**src/rtl/pipeline_ctrl_pkg.sv**
```systemverilog
// pipeline_ctrl_pkg: shared state encoding and register-number width for the stall controller
package pipeline_ctrl_pkg;
  typedef enum logic [1:0] {RUN = 2'd0, MEM_WAIT = 2'd1, ERROR = 2'd2} state_e;
  localparam int REG_W = 5;
endpackage

```
**src/rtl/load_use_detect.sv**
```systemverilog
// load_use_detect: flags a load in EX whose destination feeds the instruction in ID
//   in : IDEX_MemRead, IDEX_Rt, IFID_Rs, IFID_Rt, IFID_UsesRt
//   out: LoadUse
module load_use_detect
  import pipeline_ctrl_pkg::*;
(
  input  logic             IDEX_MemRead,
  input  logic [REG_W-1:0] IDEX_Rt,
  input  logic [REG_W-1:0] IFID_Rs,
  input  logic [REG_W-1:0] IFID_Rt,
  input  logic             IFID_UsesRt,
  output logic             LoadUse
);
  // r0 is hardwired to zero, so a load into it never creates a dependency
  assign LoadUse = IDEX_MemRead && IDEX_Rt != '0 &&
                   (IDEX_Rt == IFID_Rs || (IFID_UsesRt && IDEX_Rt == IFID_Rt));
endmodule

```
**src/rtl/pipeline_stall_ctrl.sv**
```systemverilog
// pipeline_stall_ctrl: hazard/stall sequencer for the 5-stage pipeline
//   in : Clk, Reset (async, active-low), load-use operands, BranchTaken, MemReq, MemReady
//   out: PCWrite, per-register stall/flush/bubble controls, MemError, State,
//        saturating StallCount / FlushCount
module pipeline_stall_ctrl
  import pipeline_ctrl_pkg::*;
#(
  parameter int MEM_TIMEOUT = 15,
  parameter int CNT_W       = 16
) (
  input  logic             Clk,
  input  logic             Reset,
  input  logic             IDEX_MemRead,
  input  logic [REG_W-1:0] IDEX_Rt,
  input  logic [REG_W-1:0] IFID_Rs,
  input  logic [REG_W-1:0] IFID_Rt,
  input  logic             IFID_UsesRt,
  input  logic             BranchTaken,
  input  logic             MemReq,
  input  logic             MemReady,
  output logic             PCWrite,
  output logic             IFID_Stall,
  output logic             IDEX_Stall,
  output logic             EXMEM_Stall,
  output logic             IFID_Flush,
  output logic             IDEX_Bubble,
  output logic             MEMWB_Bubble,
  output logic             MemError,
  output logic [1:0]       State,
  output logic [CNT_W-1:0] StallCount,
  output logic [CNT_W-1:0] FlushCount
);
  localparam int WC_W = $clog2(MEM_TIMEOUT + 1);
  state_e           state_q, state_d;
  logic [WC_W-1:0]  wait_cnt_q, wait_cnt_d;
  logic [CNT_W-1:0] stall_cnt_q, stall_cnt_d, flush_cnt_q, flush_cnt_d;
  logic             load_use, mem_busy, freeze, flush, stall_lu, pc_write;

  load_use_detect u_lud (
    .IDEX_MemRead(IDEX_MemRead),
    .IDEX_Rt     (IDEX_Rt),
    .IFID_Rs     (IFID_Rs),
    .IFID_Rt     (IFID_Rt),
    .IFID_UsesRt (IFID_UsesRt),
    .LoadUse     (load_use)
  );

  // A dropped MemReq in MEM_WAIT is not busy, so it completes the wait like MemReady.
  // Branch outranks load-use: the flushed ID instruction makes the stall moot.
  always_comb begin
    mem_busy    = MemReq && !MemReady;
    freeze      = state_q == ERROR || mem_busy;
    flush       = !freeze && BranchTaken;
    stall_lu    = !freeze && !BranchTaken && load_use;
    pc_write    = !(freeze || stall_lu);
    state_d     = state_q == ERROR ? ERROR :
                  !mem_busy ? RUN :
                  (state_q == MEM_WAIT && wait_cnt_q == WC_W'(MEM_TIMEOUT)) ? ERROR : MEM_WAIT;
    wait_cnt_d  = state_d != MEM_WAIT ? '0 :
                  state_q == RUN ? WC_W'(1) : wait_cnt_q + 1'b1;
    stall_cnt_d = stall_cnt_q + CNT_W'(!pc_write && stall_cnt_q != '1);
    flush_cnt_d = flush_cnt_q + CNT_W'(flush && flush_cnt_q != '1);
  end

  always_ff @(posedge Clk or negedge Reset) begin
    if (!Reset) begin
      state_q     <= RUN;
      wait_cnt_q  <= '0;
      stall_cnt_q <= '0;
      flush_cnt_q <= '0;
    end else begin
      state_q     <= state_d;
      wait_cnt_q  <= wait_cnt_d;
      stall_cnt_q <= stall_cnt_d;
      flush_cnt_q <= flush_cnt_d;
    end
  end

  // Every control output is held low while reset is asserted, PCWrite included
  assign PCWrite      = Reset && pc_write;
  assign IFID_Stall   = Reset && (freeze || stall_lu);
  assign IDEX_Stall   = Reset && freeze;
  assign EXMEM_Stall  = Reset && freeze;
  assign IFID_Flush   = Reset && flush;
  assign IDEX_Bubble  = Reset && (flush || stall_lu);
  assign MEMWB_Bubble = Reset && freeze;
  assign MemError     = Reset && state_q == ERROR;
  assign State        = state_q;
  assign StallCount   = stall_cnt_q;
  assign FlushCount   = flush_cnt_q;
endmodule

```
**config.mk**
```make
export PLATFORM = sky130hd
export DESIGN_NAME = pipeline_stall_ctrl
export DESIGN_NICKNAME = d
export VERILOG_FILES = /design/src/rtl/pipeline_ctrl_pkg.sv /design/src/rtl/load_use_detect.sv /design/src/rtl/pipeline_stall_ctrl.sv
export SDC_FILE = /design/constraint.sdc
export NUM_CORES = 1
export LEC_CHECK = 0
export ABC_AREA = 1
export CORE_ASPECT_RATIO = 0.7
export CORE_UTILIZATION = 51
export DETAILED_ROUTE_END_ITERATION = 6
export GPL_TIMING_DRIVEN = 1
export HOLD_SLACK_MARGIN = 0.05
export PLACE_DENSITY = 0.95
export SLEW_MARGIN = 5
export SYNTH_ARGS = -nofsm -noshare
export SYNTH_HDL_FRONTEND = slang
export SYNTH_HIERARCHICAL = 1
export SYNTH_SLANG_ARGS = --single-unit
```
**constraint.sdc**
```tcl
create_clock -name Clk -period 4.3 [get_ports Clk]
set_clock_uncertainty 0.05 [all_clocks]
set_input_delay 0.43 -clock Clk [delete_from_list [all_inputs] [get_ports Clk]]
set_output_delay 0.43 -clock Clk [all_outputs]
set_load 0.01 [all_outputs]
```
==> flow_metrics.py <==
metrics = {
    "die": {
        "io_pins": 64,
        "fp-row-count": 19,
        "fp.dieH_microns": 57.01,
        "die_w_microns": 80.59,
        "core_area_sq_um": 4041,
        "die-area_sq_um": 4594,
        "initial_core_util_pct": 54.55,
    },
    "logic_synthesis": {
        "ys_types": 21,
        "synth_area_sq_um": 2205,
        "yosys.area.top_type_share_pct": 43.13,
        "synthCells": 308,
        "synth_area_leaders": "dfrtp_1 43%, nand2_1 17%, nor2_1 8.9%",
        "avgSynthCellArea_sq_um": 7.158,
        "synth-seq-cells": 38,
        "yosysSeqAreaShare_pct": 43.13,
        "yosys.area.top_type": "dfrtp_1",
        "synth_nets": 336,
        "yosys_warnings": 6,
    },
    "worst_setup_path": {
        "rrSetupSlack_ps": 2250,
        "r2r-start": "State[0]",
        "crit_start": "IDEX_Rt[3]",
        "crit_end": "IFID_Stall",
        "worstSetupEndpointType": "output port",
        "worstPathRequired_ps": 3820,
        "crit_arrival_ps": 2350,
        "reg2reg_to": "StallCount[10]",
        "start_kind": "input pin",
        "worst-setup-path-type": "input pin to output port",
        "reg2reg_depth": 11,
        "crit_fanout": 3,
    },
    "worst_hold_path": {
        "min_path_type": "input pin to asynchronous set/reset pin",
    },
    "placement": {
        "dp_hpwl_microns": 4277,
        "dpl.cell_count": 422,
        "numPortBuffers": 63,
        "gp_congestion": 0.8894,
    },
    "sta": {
        "relSlewSlack_pct": 68.29,
        "drv_slew": 0,
        "hold_viol_final": 0,
        "tightest_slew_ps": 475.6,
        "period_share_pct": 65.76,
        "rsz0062_at_grt": "false",
        "period_needed_ps": 2828,
        "finalSetupTns_ps": 0,
        "fmaxAchievable_mhz": 353.6,
        "report.final.setup_viol": 0,
    },
    "cts": {
        "cts_buffer_depth": 2,
        "path_clk_slew_ps": 90,
        "worstSkewPairLatency_ps": 300,
        "post_cts_buffers": 0,
        "cts_buffers": 5,
        "tritoncts": "yes",
        "htreeDepth": 2,
        "cts.repair.resized": 0,
        "root_buffer": "clkbuf_8",
        "ctsHoldBuffers": 0,
        "clock_sinks": 38,
    },
    "route": {
        "avgRoutedWirePerCell_microns": 12.71,
        "vias": 2139,
        "routed_via_density": 4.974,
        "ant_nets": 0,
        "drc": 0,
        "wl_microns": 5464,
        "drt_iter0_drc": 129,
        "drt-pass1-iter-count": 4,
    },
    "power_and_ir_drop": {
        "power.internal_uw": 513.3,
        "ir_worst_vdd_mv": 0.1365,
        "switchingPower_uw": 158.6,
        "p_per_area_nw_per_um2": 225.3,
        "clockPowerShare_pct": 38.9,
        "combinationalPowerShare_pct": 7.9,
        "leakage_uw": 0.001425,
        "pwr-share-seq_pct": 53.1,
        "swShare_pct": 23.60,
    },
    "global_routing": {
        "globalRouteTotalUtil_pct": 26.77,
        "grt_pass1_vias": 2059,
        "grt-ovfl-total": 0,
        "grt_pass1_wl_microns": 9183,
        "grt_antenna_before_repair": 0,
        "grt_max_degree": 40,
    },
    "cells_and_area": {
        "drive_gt1_share_pct": 6.614,
        "n_antenna_cell": 0,
        "final_nets": 405,
        "fin_cells": 430,
        "syn2layout_area_growth_pct": 35.30,
    },
    "job": {
        "max_cap_violations": 0,
    },
    "outcome": {
        "status": "complete, no violations",
    },
}
==> final cells by class <==
type | instances | area, sq um
tap | 52 | 65.06
clock inverter | 2 | 12.51
multi-input combinational | 224 | 1074
fill | 323 | 1059
inverter | 44 | 165.2
clock buffer | 6 | 82.58
sequential | 38 | 950.9
timing repair buffer | 64 | 633.1
==> how the worst min path moves through the flow <==
stage | cells past startpoint | slack [ps] | endpoint
3_3_place_gp | 2 | 460 | wait_cnt_q[2]
2_1_floorplan | 0 | 80 | FlushCount[0]
5_1_grt | 2 | 160 | State[1]
6_report | 2 | 100 | FlushCount[2]
3_5_place_dp | 2 | 460 | wait_cnt_q[2]
4_1_cts | 2 | 140 | wait_cnt_q[2]
==> sequential cells by signal, summed over array words and instances (netlist names) <==
signal,flops
FlushCount,16
StallCount,16
State,2
wait_cnt_q,4
==> through the flow <==
| step | setup WS, ps | power [uW] | util (%) | hold slack (ps) | instance area [sq um] |
|---|---|---|---|---|---|
| after floorplan | 2223 | 381.6 | - | 84.41 | 2205 |
| after global placement | 1528 | 416.2 | 71.46 | 455.1 | 2888 |
| after detailed placement | 1387 | 417.5 | 71.46 | 456.5 | 2888 |
| after CTS | 1489 | 671.9 | 73.81 | 135.5 | 2983 |
| after global routing | 1309 | 699.0 | 73.81 | 155.1 | 2983 |
| final | 1472 | 671.9 | 73.81 | 104.3 | 2983 |
==> layer usage <==
metal	vias to the layer above	wire (microns)	part of all wire, %	GRT usage, %
li1	1081	-	-	-
met1	966	2506	46	34.88
met2	81	2471	45	42.01
met3	11	403	7.4	8.320
met4	0	83	1.5	10.20
met5	-	0	0	0
==> power groups by stage <==
stage          logic (uW)  registers [uW]  clock network, uW
2_1_floorplan        17.4             364                  0
3_5_place_dp         53.3             364                  0
4_1_cts              53.4             357                261
6_report             53.3             357                262
3_3_place_gp         52.1             364                  0
5_1_grt              59.9             357                282
==> synthesized netlist by cell type <==
cell / number
xor2_1: 6
nand3_1: 16
nand2_2: 4
xnor2_1: 8
nor2_2: 6
inv_1: 40
ha_1: 6
nand3b_1: 2
clkinv_1: 1
nand2_1: 99
o21ai_1: 4
nand4_1: 9
buf_4: 2
inv_2: 3
nor2_1: 52
dfrtp_1: 38
nor2_4: 1
a211oi_1: 1
nand2_4: 1
o21ai_0: 5
a21oi_1: 4
==> kinds of logic after synthesis <==
| family | after synthesis | synth area share, % |
|---|---|---|
| compound gates | 14 | 3.292 |
| flops | 38 | 43.13 |
| buf+inv | 46 | 8.172 |
| simple gates | 190 | 36.44 |
| xor+xnor | 14 | 5.562 |
| fa+ha+maj | 6 | 3.405 |
==> cells in the final DEF, fill, tap and decap left out, types with 2 or more instances in the layout <==
cell and instances:
o21ai_1 4, xnor2_1 8, dfrtp_1 38, o21ai_0 5, nand4_1 9, ha_1 6, xor2_1 6, nor2_1 52
nand2_2 4, clkdlybuf4s50_1 62, nand3b_1 2, a21oi_1 4, inv_1 40, nand2_1 99, clkbuf_8 6, inv_2 3
nand3_1 16, nor2_2 6
==> worst max-delay path: stages <==
cell and delay [ps]:
clkdlybuf4s50_1 500, inv_1 90, nand2_1 60, nand2_1 40, nor2_1 140, nand3_1 100
a21oi_1 230, a21oi_1 120, nor2_1 90, clkdlybuf4s50_1 540
Power figures use the tool's default switching activity.
